$ cat config.mk
export PLATFORM = sky130hd
export DESIGN_NAME = uart_apu_cmd
export DESIGN_NICKNAME = d
export VERILOG_FILES = /design/src/rtl/uart_apu_cmd.sv
export SDC_FILE = /design/constraint.sdc
export NUM_CORES = 1
export LEC_CHECK = 0
export ABC_AREA = 0
export CORE_ASPECT_RATIO = 2
export CORE_MARGIN = 3
export CORE_UTILIZATION = 31
export CTS_CLUSTER_DIAMETER = 120
export DETAILED_ROUTE_END_ITERATION = 6
export HOLD_SLACK_MARGIN = 0.12
export SYNTH_ARGS = -nofsm -noshare
export SYNTH_HDL_FRONTEND = slang
export SYNTH_SLANG_ARGS = --single-unit
$ cat constraint.sdc
create_clock -name clk -period 2.3 [get_ports clk]
set_input_delay 0.46 -clock clk [delete_from_list [all_inputs] [get_ports clk]]
set_output_delay 0.46 -clock clk [all_outputs]
set_load 0.02 [all_outputs]
$ cat src/rtl/uart_apu_cmd.sv
// uart_apu_cmd: 8N1 UART receiver feeding a nibble-pair command decoder.
// Bank-select bytes (1xxx_xbbb) choose a bank of 4 registers; data bytes
// (0rrh_dddd) deliver a low nibble then a high nibble for register rr,
// and the completed pair becomes a single-cycle register write.
module uart_apu_cmd #(
  parameter int unsigned CLK_HZ = 12_000_000,
  parameter int unsigned BAUD   = 9600,
  parameter int unsigned DIV    = CLK_HZ / BAUD
) (
  input  logic       clk,
  input  logic       rst,
  input  logic       rx,
  output logic       wr_en,
  output logic [4:0] wr_addr,
  output logic [7:0] wr_data,
  output logic [2:0] bank,
  output logic       rx_err,
  output logic       cmd_err
);

  localparam int unsigned CW = $clog2(DIV);
  localparam logic [CW-1:0] CNT_MID = CW'(DIV / 2 - 1);
  localparam logic [CW-1:0] CNT_END = CW'(DIV - 1);

  typedef enum logic [2:0] {
    IDLE,
    START,
    DATA,
    STOP,
    WAIT_HIGH
  } state_t;

  state_t        state, state_next;
  logic          rx_meta, rxs;
  logic [CW-1:0] cnt;
  logic [2:0]    bitn;
  logic [7:0]    shift;
  logic          mid_hit, end_hit;
  logic          cnt_clr, shift_en, byte_valid, frame_err;
  logic [3:0]    lo;
  logic [1:0]    lo_reg;
  logic          pending;

  // Two-flop synchronizer; resets to the idle line level.
  always_ff @(posedge clk or posedge rst) begin
    if (rst) begin
      rx_meta <= 1'b1;
      rxs     <= 1'b1;
    end else begin
      rx_meta <= rx;
      rxs     <= rx_meta;
    end
  end

  // Receiver state register.
  always_ff @(posedge clk or posedge rst) begin
    if (rst) state <= IDLE;
    else     state <= state_next;
  end

  assign mid_hit = (cnt == CNT_MID);
  assign end_hit = (cnt == CNT_END);

  // Receiver next-state logic.
  always_comb begin
    state_next = state;
    unique case (state)
      IDLE:      if (!rxs) state_next = START;
      START:     if (mid_hit) state_next = rxs ? IDLE : DATA;
      DATA:      if (end_hit && bitn == 3'd7) state_next = STOP;
      STOP:      if (end_hit) state_next = rxs ? IDLE : WAIT_HIGH;
      WAIT_HIGH: if (rxs) state_next = IDLE;
      default:   state_next = IDLE;
    endcase
  end

  // Receiver control strobes decoded from state and bit timer.
  always_comb begin
    cnt_clr    = 1'b0;
    shift_en   = 1'b0;
    byte_valid = 1'b0;
    frame_err  = 1'b0;
    unique case (state)
      IDLE, WAIT_HIGH: cnt_clr = 1'b1;
      START:           cnt_clr = mid_hit;
      DATA: begin
        cnt_clr  = end_hit;
        shift_en = end_hit;
      end
      STOP: begin
        cnt_clr    = end_hit;
        byte_valid = end_hit && rxs;
        frame_err  = end_hit && !rxs;
      end
      default: cnt_clr = 1'b1;
    endcase
  end

  // Bit timer, data-bit index and LSB-first shift register.
  always_ff @(posedge clk or posedge rst) begin
    if (rst) begin
      cnt   <= '0;
      bitn  <= '0;
      shift <= '0;
    end else begin
      cnt <= cnt_clr ? '0 : cnt + CW'(1);
      if (state != DATA) bitn <= '0;
      else if (shift_en) bitn <= bitn + 3'd1;
      if (shift_en) shift <= {rxs, shift[7:1]};
    end
  end

  // Command decoder: bank select, pending low nibble, paired write.
  always_ff @(posedge clk or posedge rst) begin
    if (rst) begin
      wr_en   <= 1'b0;
      wr_addr <= '0;
      wr_data <= '0;
      bank    <= '0;
      rx_err  <= 1'b0;
      cmd_err <= 1'b0;
      lo      <= '0;
      lo_reg  <= '0;
      pending <= 1'b0;
    end else begin
      wr_en   <= 1'b0;
      cmd_err <= 1'b0;
      rx_err  <= frame_err;
      if (byte_valid) begin
        if (shift[7]) begin
          bank    <= shift[2:0];
          pending <= 1'b0;
        end else if (!shift[4]) begin
          lo      <= shift[3:0];
          lo_reg  <= shift[6:5];
          pending <= 1'b1;
        end else if (pending && lo_reg == shift[6:5]) begin
          wr_en   <= 1'b1;
          wr_addr <= {bank, shift[6:5]};
          wr_data <= {shift[3:0], lo};
          pending <= 1'b0;
        end else begin
          cmd_err <= 1'b1;
          pending <= 1'b0;
        end
      end
    end
  end

endmodule

## Word-level counts from Yosys, hierarchy flattened

Index checks and enable logic that the tools add are counted.

- Flip-flop bits (word level): 53
- Input port bits: 3
- Word-level logic and storage cells: 70

- $add $sub $neg: 2
- Equality and inequality tests: 14
- Multiplexer cells: 25
- Bitwise logic cells: 2
- Reduce and logical (&&, ||, !) cells: 12

Operator list:

| cell | number |
|---|---|
| 2-to-1 mux 3 bit | 8 |
| one-hot mux 3 bit (5 select lines) | 1 |
| 2-to-1 mux 1 bit | 13 |
| adder 11 x 1 -> 11 bit, second input constant | 1 |
| == test 11 x 10 -> 1 bit, second input constant | 1 |
| == test 11 bit, second input constant | 1 |
| 2-to-1 mux 11 bit | 1 |
| inequality test 2 bit, second input constant | 5 |
| == test 3 x 2 -> 1 bit, second input constant | 2 |
| == test 3 bit, second input constant | 2 |
| AND reduction 5 bit | 1 |
| logical AND 1 bit | 4 |
| AND reduction 4 bit | 1 |
| adder 3 x 1 -> 3 bit, second input constant | 1 |
| == test 3 x 1 -> 1 bit, second input constant | 1 |
| logical NOT 3 bit | 1 |
| inequality test 3 x 2 -> 1 bit, second input constant | 1 |
| AND reduction 3 bit | 1 |
| == test 2 bit | 1 |
| 2-to-1 mux 2 bit | 1 |
| NOT 1 bit | 2 |
| one-hot mux 1 bit (2 select lines) | 1 |
| AND reduction 2 bit | 1 |
| nonzero test 2 bit | 1 |
| 2 further kinds | 2 |

## Logic depth before layout (Yosys ltp)

Gate-level depths: netlist of the first run.

- Word-level depth: 6
- Mapped depth: 8
- Mapped depth without buffers: 6

## Least setup slack after synthesis of the first run

No wires, ideal clock.

- Path kind: register to register
- From: register cnt[8]
- To: register wr_addr[0]
- Library setup time: 0.125 ns
- Arrival: 2.038 ns
- Setup slack: 0.137 ns
- Stages on the path, launching flop included: 7
- Period minus slack after synthesis: 2.163 ns
- Path through: dfrtp_1 or3_4 or3_4 buf_6 nor3_4 buf_8 mux2_4

- Longest elaborated chain between the ends: 4

RTL lines:

| element | RTL line | RTL |
|---|---|---|
| from (decl) | 35 | `logic [CW-1:0] cnt;` |
| from (signal assigned) | 106 | `cnt <= cnt_clr ? '0 : cnt + CW'(1);` |
| == test 11 bit | 62 | `assign end_hit = (cnt == CNT_END);` |
| logical AND 1 bit | 92 | `byte_valid = end_hit && rxs;` |
| 2-to-1 mux 1 bit | 83 | `unique case (state)` |
| AND reduction 4 bit (no source line) | -- |  |
| to (signal assigned) | 139 | `wr_addr <= {bank, shift[6:5]};` |
| to (decl) | 14 | `output logic [4:0] wr_addr,` |

Every way passes these cells.
A chain may end at the register's enable or synchronous reset.

## Worst setup path after layout of the first run

- From: register cnt[3]
- To: register shift[3]

- Longest elaborated chain between the ends: 2

RTL lines:

| element | RTL line | RTL |
|---|---|---|
| == test 11 bit | 62 |  |
| 2-to-1 mux 1 bit | 83 |  |
| to (signal assigned) | 109 | `if (shift_en) shift <= {rxs, shift[7:1]};` |
| to (decl) | 37 | `logic [7:0] shift;` |

Every way passes these cells.

==> results of run 1 <==
## worst reg2reg max path: stages (launching register included)
cell,delay (ns)
dfrtp_1,0.42
or3_4,0.41
or3_4,0.46
or2_1,0.43
mux2_4,0.36
## stage by stage
step	instance area [µm²]	utilization, %	std cells	setup WS, ns	power (mW)
after CTS	2910	39.4	303	0.0983	1.94
after floorplan	2370	-	180	0.137	0.967
after detailed placement	2720	36.8	295	0.115	0.981
final	2910	39.4	303	0.111	1.91
after global placement	2720	36.8	295	0.141	0.980
after global routing	2910	39.4	303	0.0409	1.97
## cell families after synthesis
| family | after synthesis |
|---|---|
| adders and majority gates | 5 |
| buffers and inverters | 10 |
| xor gates and xnor gates | 13 |
| AOI/OAI and AO/OA | 9 |
| muxes | 30 |
| DFF | 53 |
| and+or+nand+nor | 60 |
## layout make-up
class / instances / area (µm²) / area share, %
clock inverters: 3 / 65.1 / 2.24
multi-input cells: 117 / 978 / 33.7
clock buffers: 5 / 125 / 4.30
well taps: 92 / 115 / 3.96
inverters: 5 / 18.8 / 0.646
repair buffers: 28 / 275 / 9.47
flip-flops and latches: 53 / 1330 / 45.7
## cell usage in the layout (no fill, tap or decap), types with 2 or more instances in the layout
master | netlist | layout
dfrtp_1 | 51 | 51
clkdlybuf4s50_1 | 0 | 21
mux2_4 | 18 | 18
nor2_1 | 18 | 18
xnor2_1 | 12 | 12
mux2_2 | 12 | 12
nand2_1 | 10 | 10
nand3_1 | 6 | 6
buf_4 | 0 | 6
ha_1 | 5 | 5
clkbuf_16 | 0 | 5
inv_1 | 5 | 4
nor3_1 | 4 | 4
a21oi_1 | 4 | 4
nor4_1 | 3 | 3
or3_4 | 2 | 2
o21ai_0 | 2 | 2
bufinv_16 | 0 | 2
dfstp_2 | 2 | 2
## per-layer routing
metal	GRT usage, %	routed length [µm]	vias to the layer above
li1	-	-	679
met1	11.3	1620	713
met2	20.6	2430	21
met3	2.33	96	9
met4	5.16	112	0
met5	0	0	-
## power by group
| part | switching [mW] | internal, mW |
|---|---|---|
| Sequential | 0.00151 | 0.935 |
| Clock | 0.328 | 0.621 |
| Combinational | 0.0187 | 0.00538 |
## how the worst max path moves through the flow
stage | from | endpoint | slack (ns) | cells past startpoint
after CTS | cnt[3] | shift[5] | 0.1 | 4
final | cnt[3] | shift[3] | 0.11 | 4
after detailed placement | cnt[3] | shift[0] | 0.11 | 4
after global placement | cnt[3] | shift[7] | 0.14 | 4
after global routing | cnt[3] | shift[5] | 0.04 | 4
after floorplan | cnt[8] | wr_addr[0] | 0.14 | 6
==> reports/metrics.csv, run 1 <==
stage,metric,value,unit
setup_path,CP required,2.47,ns
clocking,CTS tree,done,
setup_path,worst r2r dst,shift[3],
yosys,Synth Area in Compound Gates,2.37,%
sta,clock skew,0.00454,ns
cells_and_area,# nets final,218,
placed_design,PortBufs,21,
setup_path,crit start category,register,
floorplan,Top Ports,22,
global_routing,grt ovf,0,
sta,Worst-Margin Slew,0.468,ns
yosys,"EDFF count, synth",0,
clocking,clk_lat worst skew,0.29,ns
yosys,post-synth top area share,53.8,%
yosys,"Top FF cell, synth",dfrtp_1,
setup_path,"slowest stage cell, crit path",or3_4,
floorplan,Core ar.,7380,µm²
route,Iter 0 DRT Violations,101,
global_routing,vias in the first global route,1537,
setup_path,"Arr. time, crit path",2.36,ns
pwr,pwr dens,657,nW/µm²
setup_path,CP bufs+invs,0,
hold_path,Worst Hold Class,register to register,
cells_and_area,top flop regs,"cnt x11, shift x8, wr_data x8",
cells_and_area,Area Growth Syn to Fin,22.5,%
yosys,ranking of synthesized cells by area,"dfrtp_1 (54%), mux2_4 (11%), mux2_2 (5.7%)",
yosys,Post-Synth Adder-Cell Area,2.64,%
cells_and_area,flip-flop count of the largest register after layout,11,
yosys,post-synthesis register bit count,53,
yosys,Netlist cell types,39,
floorplan,die area,8810,µm²
setup_path,Critical R2R Launch,cnt[3],
sta,minimum clock period,2.19,ns
yosys,share of flip-flops with an asynchronous set or reset,100,%
floorplan,height of the die,130,µm
floorplan,Die X-Extent,67.9,µm
global_routing,pin count of the biggest net entering global routing,24,
status,outcome,finished clean,
sta,final number of hold-violating endpoints,0,
pwr,Max VDD drop,0.000310,V
yosys,XOR/XNOR share of the synthesized area,4.80,%
global_routing,antenna violations before repair,0,
setup_path,crit-path cells,or3_4 -> or3_4 -> or2_1 -> mux2_4,
placed_design,Final HPWL DP,3180,µm
clocking,TritonCTS Buffers,5,
route,post-DR vias/cell,4.69,
sta,worst rel slew slack,68.8,%
hold_path,hold path depth,0,
global_routing,first-pass GRT wire length,7350,µm
setup_path,"CP delay by family, top",simple AND/OR/NAND/NOR gates,
sta,worst hold slack,0.356,ns
setup_path,category of the most critical setup path,register to register,
route,via count,1422,
yosys,Gate Count Post-Synth,180,
clocking,Setup Buffers After CTS,0,
yosys,sequential area share after synthesis,56.0,%
sta,Post-Route Setup TNS,0,ns
clocking,Max Buffers Root-to-Sink,2,
yosys,cell taking the most area after synthesis,dfrtp_1,
route,drt first pass iters,4,
yosys,most numerous cell in the Yosys netlist,dfrtp_1,
cells_and_area,ANT cells,0,
global_routing,gr usage total,11.1,%
route,Final ANT Viol Nets,0,
sta,final worst path period share,95.2,%
floorplan,initial core utilization,32.2,%
setup_path,Worst R2R Setup Slack,0.11,ns
route,DRC,0,
route,Detailed Route WL,4260,µm
route,wire per inst,14.1,µm
sta,final setup vio count,0,
pwr,leakage power,1.35,nW
yosys,"top cells by count, synth","dfrtp_1 (51), mux2_4 (18), nor2_1 (18), mux2_2 (12), xnor2_1 (12)",
setup_path,endpoint class of the critical path,register,
yosys,yosys warns,0,
setup_path,CP max FO,8,
yosys,largest family of logic cells by synthesized area,multiplexers,
cells_and_area,fillcell total,712,
yosys,post-synthesis mux area share,17.1,%
cells_and_area,largest register by flop count,cnt,
sta,fmax,457,MHz
placed_design,Final Wtd Congestion,0.836,
floorplan,row count,44,
yosys,syn_area_per_cell,13.2,µm²
clocking,clk root buf,clkbuf_16,
clocking,CTS Hold Bufs,0,
yosys,post-synthesis net count,188,
clocking,Clock Sinks,53,
setup_path,Worst path max stage delay,0.46,ns
setup_path,reg2reg path depth,4,
yosys,simple logic cell fraction of the synthesized area,14.3,%
sta,RSZ-0062 raised after global routing,false,
job,Max-cap violations,0,
cells_and_area,share of layout cells above drive strength 1,26.1,%
clocking,cts repair resizes,0,
hold_path,Hold Startpoint,rx_meta,
clocking,Clock Pin Slew Worst Setup and Hold Paths,0.07,ns
setup_path,cell repeated most along the worst path,or3_4,
hold_path,Worst Hold End,rxs,
clocking,H-Tree Depth,2,
yosys,synthesized cell area,2370,µm²
sta,final-report max-slew violation count,0,
Power figures use the tool's default switching activity.
==> inputs of run 2 (changes only) <==
Settings changed: CORE_UTILIZATION 31 to 40.
==> run 2 against run 1 <==
Count of clock-buffer cells in the layout unchanged. Setup slack better by 0.00073 ns. Wire length up 0.16%. Hold slack better by 0.0029 ns. Final area down 2.9%. Largest cell class unchanged.
==> reports/metrics.csv, run 2 (synthesis results as in run 1) <==
stage,metric,value,unit,change
cells_and_area,largest register by flop count,cnt,,
sta,worst rel slew slack,67.7,%,-1.1 points
sta,final setup vio count,0,,unchanged
cells_and_area,flip-flop count of the largest register after layout,11,,unchanged
setup_path,crit-path cells,or3_4 -> or3_4 -> or2_1 -> mux2_4,,
route,drt first pass iters,3,,-1
pwr,Max VDD drop,0.000577,V,+86%
global_routing,first-pass GRT wire length,7460,µm,+1.5%
route,via count,1419,,-0.21%
cells_and_area,top flop regs,"cnt x11, shift x8, wr_data x8",,
route,DRC,0,,unchanged
route,Final ANT Viol Nets,0,,unchanged
route,Detailed Route WL,4270,µm,+0.16%
floorplan,Top Ports,22,,unchanged
cells_and_area,Area Growth Syn to Fin,18.9,%,
sta,clock skew,0.00639,ns,+0.00185 ns
cells_and_area,most frequent cells in the layout,"dfrtp_1 (51), clkdlybuf4s50_1 (21), mux2_4 (18), nor2_1 (18)",,
sta,Worst-Margin Slew,0.484,ns,+0.0165 ns
floorplan,height of the die,115,µm,-11%
pwr,Tot Pwr,1.69,mW,-11%
placed_design,Final Wtd Congestion,0.848,,+1.5%
placed_design,PortBufs,21,,unchanged
setup_path,cell repeated most along the worst path,or3_4,,
route,Iter 0 DRT Violations,33,,-67%
clocking,TritonCTS Buffers,5,,unchanged
clocking,CTS tree,done,,
setup_path,CP required,2.47,ns,about the same
placed_design,Final HPWL DP,3210,µm,+0.92%
sta,final-report max-slew violation count,0,,unchanged
sta,final worst path period share,95.1,%,about the same
status,outcome,finished clean,,
global_routing,antenna violations before repair,0,,unchanged
floorplan,die area,6950,µm²,-21%
setup_path,crit start category,register,,
clocking,clk_lat worst skew,0.29,ns,about the same
hold_path,Worst Hold Class,register to register,,
clocking,Max Buffers Root-to-Sink,2,,unchanged
setup_path,CP max FO,8,,unchanged
route,wire per inst,15.8,µm,+12%
clocking,Clock Pin Slew Worst Setup and Hold Paths,0.07,ns,about the same
sta,RSZ-0062 raised after global routing,false,,
floorplan,Die X-Extent,60.5,µm,-11%
clocking,CTS Hold Bufs,0,,unchanged
global_routing,vias in the first global route,1575,,+2.5%
setup_path,"Arr. time, crit path",2.36,ns,about the same
setup_path,Worst path max stage delay,0.45,ns,about the same
sta,minimum clock period,2.19,ns,-0.000729 ns
floorplan,initial core utilization,41.6,%,+9.4 points
sta,fmax,457,MHz,about the same
clocking,H-Tree Depth,2,,unchanged
clocking,clk root buf,clkbuf_16,,
route,post-DR vias/cell,5.26,,+12%
job,Max-cap violations,0,,unchanged
cells_and_area,share of layout cells above drive strength 1,25.4,%,-0.71 points
floorplan,row count,39,,-11%
floorplan,Core ar.,5710,µm²,-23%
global_routing,gr usage total,14.4,%,+3.3 points
clocking,Setup Buffers After CTS,0,,unchanged
global_routing,grt ovf,0,,unchanged
sta,final number of hold-violating endpoints,0,,unchanged
clocking,cts repair resizes,0,,unchanged
cells_and_area,ANT cells,0,,unchanged
cells_and_area,# nets final,216,,-0.92%
setup_path,category of the most critical setup path,register to register,,
pwr,leakage power,1.32,nW,-2.1%
sta,Post-Route Setup TNS,0,ns,unchanged
global_routing,pin count of the biggest net entering global routing,35,,+46%
setup_path,endpoint class of the critical path,register,,
setup_path,"slowest stage cell, crit path",or3_4,,
clocking,Clock Sinks,53,,unchanged
cells_and_area,"commonest non-fill, non-tap cell in the layout",dfrtp_1,,
pwr,pwr dens,600,nW/µm²,-8.6%
run 2: cell type report:
cell class,count,area (µm²)
clock buffer,5,125
clock inverter,3,21.3
fill,527,2890
inverter,5,18.8
multi-input combinational,117,978
sequential,53,1330
tap,61,76.3
timing repair buffer,26,273
run 2: critical path: cells and delay by family, from the launching register on:
family        cells  cell delay (ns)
simple gates      3             1.30
flops             1             0.41
mux               1             0.37
run 2: worst paths after layout:
check	cells past startpoint	from	end	slack (ns)
min	0	rx_meta	rxs	0.36
min reg2reg	0	rx_meta	rxs	0.36
max reg2reg	4	cnt[8]	shift[0]	0.11
max	4	cnt[8]	shift[0]	0.11
max in group asynchronous	3	rst	rxs	1.23
min in group asynchronous	2	rst	pending	0.49
run 2: report_power, final:
group          internal [mW]  switching [mW]  total [mW]
clock network          0.405           0.328       0.733
registers              0.935         0.00200       0.937
logic                0.00657          0.0179      0.0245
run 2: per-stage QoR:
step                      area, µm²  utilization, %  instances  hold slack [ns]  worst slack, ns
final                          2820            49.4        270            0.359            0.112
after global routing           2820            49.4        270            0.363           0.0403
after CTS                      2820            49.4        270            0.361            0.110
after detailed placement       2680            46.9        262            0.363            0.133
after global placement         2680            46.9        262            0.355            0.172
after floorplan                2370               -        180            0.345            0.137
run 2: per-layer routing:
| metal | track usage, % | vias up | part of all wire (%) |
|---|---|---|---|
| met5 | 0 | - | 0 |
| met4 | 5.93 | 0 | 2.0 |
| met3 | 2.81 | 7 | 2.3 |
| met2 | 26.6 | 17 | 60 |
| met1 | 15.1 | 717 | 36 |
| li1 | - | 678 | - |
==> inputs of run 3 (changes only) <==
Settings changed: CORE_MARGIN 3 to 5.
==> run 3 against run 2 <==
Sequential cell count did not move. Sequential power about the same. Critical endpoint is now shift[6]. Largest cell class unchanged. Global-route usage is 1.5 points lower.
==> reports/metrics.csv, run 3 (synthesis results as in run 1) <==
stage,metric,value,unit,change
cells_and_area,Finished Layout Cells,275,,+1.9%
placed_design,PortBufs,21,,unchanged
route,Iter 0 DRT Violations,8,,-76%
clocking,TritonCTS Buffers,5,,unchanged
clocking,Setup Buffers After CTS,0,,unchanged
global_routing,grt ovf,0,,unchanged
pwr,leakage power,1.34,nW,+1.5%
sta,final-report max-slew violation count,0,,unchanged
global_routing,gr usage total,12.8,%,-1.5 points
clocking,Clock Pin Slew Worst Setup and Hold Paths,0.07,ns,about the same
cells_and_area,most frequent cells in the layout,"dfrtp_1 (51), clkdlybuf4s50_1 (21), mux2_4 (18), nor2_1 (18)",,
floorplan,Die X-Extent,64.5,µm,+6.6%
route,wire per inst,15.9,µm,+0.74%
route,Final ANT Viol Nets,0,,unchanged
placed_design,Final HPWL DP,3390,µm,+5.5%
setup_path,"Arr. time, crit path",2.35,ns,about the same
global_routing,first-pass GRT wire length,7480,µm,+0.28%
sta,fmax,459,MHz,+0.39%
cells_and_area,ANT cells,0,,unchanged
clocking,Clock Sinks,53,,unchanged
cells_and_area,flip-flop count of the largest register after layout,11,,unchanged
clocking,H-Tree Depth,2,,unchanged
route,via count,1417,,-0.14%
hold_path,Worst Hold Class,register to register,,
setup_path,category of the most critical setup path,register to register,,
clocking,CTS tree,done,,
pwr,pwr dens,600,nW/µm²,about the same
cells_and_area,share of layout cells above drive strength 1,27.1,%,+1.7 points
global_routing,pin count of the biggest net entering global routing,26,,-26%
setup_path,"slowest stage cell, crit path",or3_4,,
cells_and_area,fillcell total,528,,+0.19%
global_routing,vias in the first global route,1565,,-0.63%
floorplan,die area,7670,µm²,+10%
sta,final worst path period share,94.8,%,-0.37 points
floorplan,initial core utilization,41.2,%,-0.35 points
setup_path,crit-path cells,or3_4 -> or3_4 -> or2_1 -> mux2_4,,
setup_path,Worst path max stage delay,0.45,ns,about the same
clocking,clk root buf,clkbuf_16,,
pwr,Max VDD drop,0.000365,V,-37%
sta,final setup vio count,0,,unchanged
clocking,cts repair resizes,0,,unchanged
sta,RSZ-0062 raised after global routing,false,,
status,outcome,finished clean,,
floorplan,Core ar.,5760,µm²,+0.85%
cells_and_area,top flop regs,"cnt x11, shift x8, wr_data x8",,
sta,minimum clock period,2.18,ns,-0.00842 ns
sta,worst rel slew slack,65.5,%,-2.2 points
placed_design,Final Wtd Congestion,0.795,,-6.3%
sta,Post-Route Setup TNS,0,ns,unchanged
floorplan,row count,39,,unchanged
cells_and_area,# nets final,221,,+2.3%
sta,Worst-Margin Slew,0.513,ns,+0.0286 ns
cells_and_area,Area Growth Syn to Fin,20.1,%,
setup_path,crit start category,register,,
clocking,CTS Hold Bufs,0,,unchanged
clocking,Max Buffers Root-to-Sink,2,,unchanged
clocking,clk_lat worst skew,0.29,ns,about the same
job,Max-cap violations,0,,unchanged
route,drt first pass iters,4,,+1
floorplan,height of the die,119,µm,+3.5%
sta,final number of hold-violating endpoints,0,,unchanged
route,DRC,0,,unchanged
route,Detailed Route WL,4380,µm,+2.6%
route,post-DR vias/cell,5.15,,-2.0%
cells_and_area,largest register by flop count,cnt,,
sta,clock skew,0.0114,ns,+0.00498 ns
placed_design,placed insts,267,,+1.9%
setup_path,CP required,2.47,ns,about the same
setup_path,endpoint class of the critical path,register,,
cells_and_area,"commonest non-fill, non-tap cell in the layout",dfrtp_1,,
global_routing,antenna violations before repair,0,,unchanged
floorplan,Top Ports,22,,unchanged
setup_path,CP max FO,8,,unchanged
setup_path,cell repeated most along the worst path,or3_4,,
run 3: power by group:
group	total (mW)	internal [mW]	switching (mW)
sequential	0.936	0.935	0.00178
clock	0.749	0.409	0.340
combinational	0.0251	0.00645	0.0186
total	1.71	1.35	0.361
run 3: final cells by class:
type                            instances  area, µm²  area share, %
Tap cell                               61       76.3           2.68
Inverter                                5       18.8          0.658
Multi-Input combinational cell        117        978           34.3
Timing Repair Buffer                   31        298           10.4
Clock buffer                            5        125           4.39
Sequential cell                        53       1330           46.6
Clock inverter                          3       25.0          0.878
run 3: final timing paths:
path                       cells past startpoint    start        to  slack, ns
min                                            0  rx_meta       rxs       0.37
max reg2reg                                    4   cnt[8]  shift[6]       0.12
max in group asynchronous                      3      rst  state[2]       1.18
min reg2reg                                    0  rx_meta       rxs       0.37
max                                            4   cnt[8]  shift[6]       0.12
min in group asynchronous                      2      rst     lo[1]       0.52
run 3: stage by stage:
step | hold slack (ns) | util, % | total power [mW] | worst slack [ns] | instance area, µm²
2_1_floorplan | 0.345 | - | 0.967 | 0.137 | 2370
3_3_place_gp | 0.365 | 46.9 | 0.982 | 0.145 | 2700
3_5_place_dp | 0.364 | 46.9 | 0.981 | 0.119 | 2700
4_1_cts | 0.374 | 49.5 | 1.74 | 0.115 | 2850
5_1_grt | 0.372 | 49.5 | 1.78 | 0.0405 | 2850
6_report | 0.367 | 49.5 | 1.71 | 0.120 | 2850
run 3: layer usage:
metal | share of wire, % | wire length [µm] | GRT usage, %
met1 | 37 | 1610 | 12.3
met2 | 58 | 2530 | 24.5
met3 | 2.1 | 93 | 2.54
met4 | 3.4 | 150 | 7.02
met5 | 0 | 0 | 0
run 3: worst max-delay path: cells and delay by family, from the launching register on:
kind	cells	cell delay (ns)
flops	1	0.41
mux	1	0.36
simple gates	3	1.29
